==> src/rtl/branch_ctrl_pkg.sv <==
// Shared types and encodings for the branch resolution controller.
// Holds the FSM state enum, RV32I branch funct3 values and comparator control codes.
package branch_ctrl_pkg;

    typedef enum logic [1:0] {
        ST_IDLE = 2'd0,
        ST_EVAL = 2'd1,
        ST_RESP = 2'd2
    } state_t;

    localparam logic [2:0] F3_BEQ  = 3'b000;
    localparam logic [2:0] F3_BNE  = 3'b001;
    localparam logic [2:0] F3_BLT  = 3'b100;
    localparam logic [2:0] F3_BGE  = 3'b101;
    localparam logic [2:0] F3_BLTU = 3'b110;
    localparam logic [2:0] F3_BGEU = 3'b111;

    localparam logic [3:0] CMP_EQ   = 4'b0000;
    localparam logic [3:0] CMP_NE   = 4'b0001;
    localparam logic [3:0] CMP_LT   = 4'b0010;
    localparam logic [3:0] CMP_GE   = 4'b0011;
    localparam logic [3:0] CMP_LTU  = 4'b0100;
    localparam logic [3:0] CMP_GEU  = 4'b0101;
    // Reserved code: the comparator treats it as never-taken.
    localparam logic [3:0] CMP_NONE = 4'b1111;

    function automatic logic [3:0] f3_to_cmp(input logic [2:0] f3);
        logic [3:0] code;
        code = CMP_NONE;
        case (f3)
            F3_BEQ:  code = CMP_EQ;
            F3_BNE:  code = CMP_NE;
            F3_BLT:  code = CMP_LT;
            F3_BGE:  code = CMP_GE;
            F3_BLTU: code = CMP_LTU;
            F3_BGEU: code = CMP_GEU;
            default: code = CMP_NONE;
        endcase
        return code;
    endfunction

    function automatic logic f3_legal(input logic [2:0] f3);
        return (f3 != 3'b010) && (f3 != 3'b011);
    endfunction

endpackage

==> src/rtl/branch_cmp.sv <==
// Combinational branch comparator: evaluates the branch condition selected by ctrl.
// Unknown control codes never report taken.
module branch_cmp
    import branch_ctrl_pkg::*;
#(
    parameter int unsigned XLEN = 32
) (
    input  logic [XLEN-1:0] a,
    input  logic [XLEN-1:0] b,
    input  logic [3:0]      ctrl,
    output logic            taken
);

    always_comb begin
        taken = 1'b0;
        case (ctrl)
            CMP_EQ:  taken = (a == b);
            CMP_NE:  taken = (a != b);
            CMP_LT:  taken = ($signed(a) <  $signed(b));
            CMP_GE:  taken = ($signed(a) >= $signed(b));
            CMP_LTU: taken = (a <  b);
            CMP_GEU: taken = (a >= b);
            default: taken = 1'b0;
        endcase
    end

endmodule

==> src/rtl/branch_resolve_ctrl.sv <==
// Branch resolution controller: captures a branch request, evaluates it for one cycle,
// then holds the resolution until the consumer accepts it, flushing on mispredict.
module branch_resolve_ctrl
    import branch_ctrl_pkg::*;
#(
    parameter int unsigned XLEN    = 32,
    parameter int unsigned PC_STEP = 4
) (
    input  logic            clk,
    input  logic            rst,
    input  logic            req_valid,
    output logic            req_ready,
    input  logic [XLEN-1:0] req_pc,
    input  logic [XLEN-1:0] req_imm,
    input  logic [2:0]      req_funct3,
    input  logic [XLEN-1:0] req_rs1,
    input  logic [XLEN-1:0] req_rs2,
    input  logic            req_pred_taken,
    input  logic            kill,
    output logic            res_valid,
    input  logic            res_ready,
    output logic            res_taken,
    output logic            res_mispredict,
    output logic            res_illegal,
    output logic [XLEN-1:0] res_target,
    output logic            flush,
    output logic [XLEN-1:0] cnt_branches,
    output logic [XLEN-1:0] cnt_mispredict
);

    state_t          state;
    logic [XLEN-1:0] cap_pc;
    logic [XLEN-1:0] cap_imm;
    logic [XLEN-1:0] cap_rs1;
    logic [XLEN-1:0] cap_rs2;
    logic [2:0]      cap_funct3;
    logic            cap_pred;

    logic [3:0]      cmp_ctrl;
    logic            cmp_taken;
    logic            eval_legal;
    logic            eval_taken;
    logic [XLEN-1:0] eval_target;
    logic            handshake;

    branch_cmp #(.XLEN(XLEN)) u_cmp (
        .a     (cap_rs1),
        .b     (cap_rs2),
        .ctrl  (cmp_ctrl),
        .taken (cmp_taken)
    );

    // Evaluation datapath, fed only from captured operands.
    assign cmp_ctrl    = f3_to_cmp(cap_funct3);
    assign eval_legal  = f3_legal(cap_funct3);
    assign eval_taken  = eval_legal & cmp_taken;
    assign eval_target = eval_taken ? (cap_pc + cap_imm) : (cap_pc + XLEN'(PC_STEP));

    // Kill overrides the consumer's acceptance in the same cycle.
    assign handshake = (state == ST_RESP) & res_ready & ~kill;
    assign req_ready = (state == ST_IDLE) & ~kill;
    assign flush     = handshake & res_mispredict;

    always_ff @(posedge clk or posedge rst) begin
        if (rst) begin
            state          <= ST_IDLE;
            cap_pc         <= '0;
            cap_imm        <= '0;
            cap_rs1        <= '0;
            cap_rs2        <= '0;
            cap_funct3     <= '0;
            cap_pred       <= 1'b0;
            res_valid      <= 1'b0;
            res_taken      <= 1'b0;
            res_mispredict <= 1'b0;
            res_illegal    <= 1'b0;
            res_target     <= '0;
            cnt_branches   <= '0;
            cnt_mispredict <= '0;
        end else begin
            case (state)
                ST_IDLE: begin
                    if (req_valid && !kill) begin
                        cap_pc     <= req_pc;
                        cap_imm    <= req_imm;
                        cap_rs1    <= req_rs1;
                        cap_rs2    <= req_rs2;
                        cap_funct3 <= req_funct3;
                        cap_pred   <= req_pred_taken;
                        state      <= ST_EVAL;
                    end
                end
                ST_EVAL: begin
                    if (kill) begin
                        state <= ST_IDLE;
                    end else begin
                        res_valid      <= 1'b1;
                        res_taken      <= eval_taken;
                        res_mispredict <= eval_legal & (eval_taken != cap_pred);
                        res_illegal    <= ~eval_legal;
                        res_target     <= eval_target;
                        state          <= ST_RESP;
                    end
                end
                ST_RESP: begin
                    if (kill || res_ready) begin
                        if (handshake) begin
                            cnt_branches <= cnt_branches + XLEN'(1);
                            if (res_mispredict) begin
                                cnt_mispredict <= cnt_mispredict + XLEN'(1);
                            end
                        end
                        res_valid      <= 1'b0;
                        res_taken      <= 1'b0;
                        res_mispredict <= 1'b0;
                        res_illegal    <= 1'b0;
                        res_target     <= '0;
                        state          <= ST_IDLE;
                    end
                end
                default: begin
                    state <= ST_IDLE;
                end
            endcase
        end
    end

endmodule

==> config.mk <==
export PLATFORM = sky130hd
export DESIGN_NAME = branch_resolve_ctrl
export DESIGN_NICKNAME = d
export VERILOG_FILES = /design/src/rtl/branch_ctrl_pkg.sv /design/src/rtl/branch_cmp.sv /design/src/rtl/branch_resolve_ctrl.sv
export SDC_FILE = /design/constraint.sdc
export NUM_CORES = 1
export LEC_CHECK = 0
export ABC_CLOCK_PERIOD_IN_PS = 9280
export BUFFER_PORTS_ARGS = -buffer_cell sky130_fd_sc_hd__buf_2
export CORE_MARGIN = 2
export CORE_UTILIZATION = 37
export CTS_BUF_LIST = sky130_fd_sc_hd__clkbuf_2
export CTS_CLUSTER_DIAMETER = 50
export DETAILED_ROUTE_END_ITERATION = 10
export GPL_ROUTABILITY_DRIVEN = 0
export PLACE_DENSITY_LB_ADDON = 0.3
export SYNTH_ARGS = -nofsm -noshare
export SYNTH_HDL_FRONTEND = slang
export SYNTH_SLANG_ARGS = --single-unit
==> constraint.sdc <==
create_clock -name clk -period 9.28 [get_ports clk]
set_input_delay 0.464 -clock clk [delete_from_list [all_inputs] [get_ports clk]]
set_output_delay 0.464 -clock clk [all_outputs]
set_load 0.03 [all_outputs]
# [Word level (Yosys, flattened, before mapping)]
# Cells that the tools add are included.
[totals] ff_bits=234 latchBits=0 ram_bits=0 rom_bits=0 in_bits=137 wordCells=82 mem_count=0
[classes] addsub=4 n_mul=0 n_div=0 magnitude_cmp=4 n_eq_ne=20 shift=0 mux=19 bitwise=8 reduce_logical=13
[ops] op="2-to-1 mux 32 bit" count=3
[ops] op="adder 32 x 1 -> 32 bit (second input constant)" count=2
[ops] op=">= comparator 32 bit" count=2
[ops] op="less-than comparator 32 bit" count=2
[ops] op="case mux 32 bit (2 select lines)" count=1
[ops] op="adder 32 x 3 -> 32 bit (second input constant)" count=1
[ops] op="adder 32 bit" count=1
[ops] op="== test 32 bit" count=1
[ops] op="!= test 32 bit" count=1
[ops] op="case mux 4 bit (6 select lines)" count=1
[ops] op="== test 3 bit (second input constant)" count=4
[ops] op="== test 4 x 2 -> 1 bit (second input constant)" count=2
[ops] op="== test 4 x 3 -> 1 bit (second input constant)" count=2
[ops] op="case mux 1 bit (2 select lines)" count=4
[ops] op="bitwise AND 1 bit" count=6
[ops] op="2-to-1 mux 2 bit" count=3
[ops] op="!= test 3 x 2 -> 1 bit (second input constant)" count=2
[ops] op="case mux 1 bit (6 select lines)" count=1
[ops] op="case mux 2 bit (3 select lines)" count=1
[ops] op="AND reduction 3 bit" count=2
[ops] op="2-to-1 mux 1 bit" count=5
[ops] op="== test 4 x 1 -> 1 bit (second input constant)" count=1
[ops] op="zero test 4 bit" count=1
[ops] op="!= test 2 x 1 -> 1 bit (second input constant)" count=2
[ops] op="other kinds (14)" count=17

# [Longest topological paths before layout]
[depth] word_depth=9 ltp_mapped=13 ltp_nobuf=12

# [Hierarchy]
# Synthesis repeated with hierarchy kept, for this count alone.
[unflattened] cells_unflattened=1142 area_unflattened_um2=12361.9
[modules_own_cells] mod="branch_resolve_ctrl" instances=1 cells_per_inst=1010 area_each_um2=11429.7
[modules_own_cells] mod="branch_cmp" instances=1 cells_per_inst=132 area_each_um2=932.1

# [Worst setup path after synthesis]
# Ideal clock, no wire load.
[synth_path] path_kind="register -> register" from="reg cap_rs1[31]" to="reg res_target[17]" setup_time_ns=0.122 t_arrival_ns=2.854 setup_slack_ns=6.305 stages_incl_launch_ff=12 path_buffers=1 path_cell_list="dfrtp_1 -> ha_1 -> nand4_4 -> nor4_4 -> nand3_2 -> xor2_1 -> o32a_1 -> a211oi_2 -> nor2_2 -> buf_6 -> or3b_1 -> a32o_1"
[synth_via] elab_chain_len=6
[synth_lines] item="from (decl)" line_no="branch_resolve_ctrl.sv:34" source="logic [XLEN-1:0] cap_rs1;"
[synth_lines] item="from (signal assigned)" line_no="branch_resolve_ctrl.sv:86" source="cap_rs1 <= req_rs1;"
[synth_lines] item=">= comparator 32 bit, or another cell as far along" line_no="branch_cmp.sv:22" source="CMP_GEU: taken = (a >= b);"
[synth_lines] item="case mux 1 bit (6 select lines) *" line_no="branch_cmp.sv:16" source="case (ctrl)"
[synth_lines] item="bitwise AND 1 bit *" line_no="branch_resolve_ctrl.sv:56" source="assign eval_taken = eval_legal & cmp_taken;"
[synth_lines] item="2-to-1 mux 32 bit *" line_no="branch_resolve_ctrl.sv:57" source="assign eval_target = eval_taken ? (cap_pc + cap_imm) : (cap_pc + XLEN'(PC_STEP));"
[synth_lines] item="2-to-1 mux 32 bit *" line_no="branch_resolve_ctrl.sv:94" source="if (kill) begin"
[synth_lines] item="case mux 32 bit (2 select lines) *" line_no="branch_resolve_ctrl.sv:81" source="case (state)"
[synth_lines] item="to (signal assigned)" line_no="branch_resolve_ctrl.sv:101" source="res_target <= eval_target;"
[synth_lines] item="to (decl)" line_no="branch_resolve_ctrl.sv:25" source="output logic [XLEN-1:0] res_target,"
# Mark *: on every way between the ends. The rest lies on a longest branch, timed or not. The select of a mux whose other input is x is not followed.
# A chain may end at the register's enable or synchronous reset.

# [Final worst setup path]
# Ends and elaborated chain as after synthesis.

==> impl_metrics.ini <==
[layout]
layout-drive-gt1-share_pct = 28.0
final_nets = 1794
syn2layout_area_growth_pct = 29.6

[yosys]
synth_seq_cells = 234
synth_fp_nets = 1378
synth_compound_area_share_pct = 10.3
yosysMostFrequentCell = dfrtp_1
yosysTopAreaCellShare_pct = 47.5
synthSimpleGateAreaFrac_pct = 13.5
muxShareOfSynthArea_pct = 10.9
synthDistinctLibCells = 66
avgSynthCellArea_um2 = 10.5
synth_edf_count = 0
synth_top_family_by_area = simple AND/OR/NAND/NOR gates
yosysTopAreaCell = dfrtp_1
netlist_area_um2 = 12300
synth_ff_type = dfrtp_1
synth_warnings = 0
synth-adder-area-share_pct = 7.27
ys_seq_area_share_pct = 47.5
synthCells = 1170
async_flop_share_pct = 100
synth_common_cells = dfrtp_1 (234), nand2_1 (139), mux2_2 (99)
synthXorXnorAreaFrac_pct = 7.68
synth_top_cells_by_area = dfrtp_1 (48%), mux2_2 (9.1%), ha_1 (7.1%)

[grt]
antenna_found_initial = 1
track_usage_pct = 18.7
grt_first_pass_wirelength_um = 53300
grt_max_degree = 94
gr-total-overflow = 0
grt_pass1_vias = 10431

[floorplan]
core_um2 = 32600
initial_core_util_pct = 37.8
ios = 239
chipHeight_um = 186
dieArea_um2 = 34800
die_w_um = 186
rows = 66

[place]
port_buffers = 238
hpwl_um = 22300

[setup_path]
critPathCaptureType = register
start_kind = register
crit_fanout = 38
worst-path-buf-inv = 1
critPathSlowestCell = a211oi_2
critPathMaxStageDelay_ns = 0.43
cp.required_ns = 10.03
crit_chain = ha_1 -> nand4_4 -> nor4_4 -> nand3_2 -> xor2_1 -> o32a_1 -> a211oi_2 -> nor2_4 -> buf_4 -> or3b_1 -> a32o_1
critPathArrivalTime_ns = 4.27
crit_type = register to register
path_delay_family = simple AND/OR/NAND/NOR gates

[pwr]
pwr_density_cell_nw_per_um2 = 215
p_seq_share_pct = 39.4
internal_power_mw = 2.10
combPwrFrac_pct = 37.8
peakVddDrop_uv = 87.5
p_switching_mw = 1.33
sw_frac_of_total_pct = 38.7
p_leak_nw = 7.75
p_clk_share_pct = 22.8

[timing]
setup_tns_ns = 0
fmax_ghz = 0.284
finalSetupViolCount = 0
fin_crit_sh_pct = 37.9
period_needed_ns = 3.52
worst_pin_slew_ns = 1.06
fin_worst_skew_ns = 0.105
maxSlewHeadroom_pct = 29.3
rsz0062_at_grt = no
slew_violations = 0
fin_hold_ws_ns = 0.275
finalHoldViolations = 0

[clock_tree]
clk_pin_slew_ns = 0.10
numCtsBuffers = 67
cts_resized = 0
clk_latency_ns = 0.87
cts_tree = built
cts_sinks = 234
cts_buffer_depth = 3
clk_root_buffer_cell = clkbuf_2
cts_max_level = 3

[route]
ant_nets = 0
via_per_inst = 4.89
num_vias = 10163
wire_per_inst_um = 15.4
routed_wl_um = 32000
drc = 0
dr.pass1.iters = 5
drt_iter0_drc = 417

[job]
cap_violations = 0

[min_path]
hold_class = input pin to asynchronous set/reset pin

[run_status]
status = finished, final reports clean
[cell families (layout without fill, tap and decap cells)]
logic type | after synthesis | count (layout)
DFF | 234 | 234
buffers and inverters | 89 | 553
adders and majority gates | 71 | 71
AOI/OAI and AO/OA | 204 | 204
and+or+nand+nor | 342 | 342
other | 0 | 1
muxes | 122 | 122
xor gates and xnor gates | 108 | 108
[layout make-up]
cell class	instances	area [um2]
Sequential cell	234	5860
Timing Repair Buffer	379	2590
Tap cell	442	553
Inverter	57	221
Multi-Input combinational cell	847	6120
Antenna cell	1	2.50
Clock buffer	100	500
Clock inverter	17	118
Fill cell	2992	16700
[tightest hold or removal path: cells and delay by family]
kind | cells | cell delay (ns)
buffers and inverters | 3 | 1.09
[flip-flops by register name, summed over array words and instances, names as in the netlist]
name,count
res_mispredict,1
res_taken,1
cap_pc,32
res_illegal,1
state,2
cap_pred,1
res_target,32
cap_imm,32
cap_funct3,3
cnt_branches,32
cap_rs2,32
cap_rs1,32
res_valid,1
cnt_mispredict,32
[cell usage in the layout (no fill, tap or decap), types with 4 or more instances in the layout]
master	n
buf_2	238
dfrtp_1	234
nand2_1	139
dlygate4sd3_1	136
clkbuf_2	100
mux2_2	99
xnor2_1	81
o21ai_0	81
ha_1	70
inv_1	56
nor2_1	53
nand3_1	46
a21oi_1	44
xor2_1	27
nand4_1	25
mux2i_1	23
nor3_1	16
and3_1	15
clkinv_1	11
a21o_1	8
nand2b_1	7
and4_1	7
a21boi_0	7
o21a_1	7
o31ai_1	7
nor2b_1	6
a211oi_1	6
o211ai_1	5
and2_1	5
a31oi_1	5
buf_4	5
or3_1	4
[routing by layer]
metal	up-vias	global-route usage [%]	part of all wire, %
li1	4998	-	-
met5	-	0	0
met2	261	31.1	48
met4	0	7.11	2.3
met3	60	4.06	4.9
met1	4844	24.0	45
[path summary, 6_finish.rpt]
path                                    startpoint                  to  slack, ns  cells past startpoint
worst max-delay path                   cap_rs1[31]      res_target[17]       5.76                     11
worst max register to register         cap_rs1[31]      res_target[17]       5.76                     11
min in group clk                         req_valid            state[0]       0.34                      2
worst min-delay path                           rst  cnt_mispredict[14]       0.27                      3
max in group asynchronous                      rst           cap_pc[6]       7.53                      4
worst min register to register  cnt_mispredict[31]  cnt_mispredict[31]       0.46                      1
[per-stage QoR]
stage	cells	setup slack (ns)	utilization [%]	total power [mW]	cell area, um2
after floorplan	1170	2.40	-	2.27	12300
final	2077	5.76	48.9	3.42	16000
after global routing	2077	5.47	48.9	3.69	16000
after detailed placement	1823	5.71	42.9	2.62	14000
after CTS	2076	5.73	48.9	3.47	16000
after global placement	1823	5.81	42.9	2.59	14000
[power by group through the flow]
stage                     combinational, mW  clock [mW]  sequential (mW)
after global placement                 1.23           0             1.37
after detailed placement               1.25           0             1.37
after floorplan                       0.804           0             1.47
final                                  1.29       0.781             1.35
after CTS                              1.30       0.819             1.35
after global routing                   1.44       0.877             1.38
[what timing repair did]
action	CTS	global route
endpoints found under the hold margin	216	0
buffers inserted	0	0
hold buffers	136	0
No activity file was read; power rests on OpenSTA's default activity.
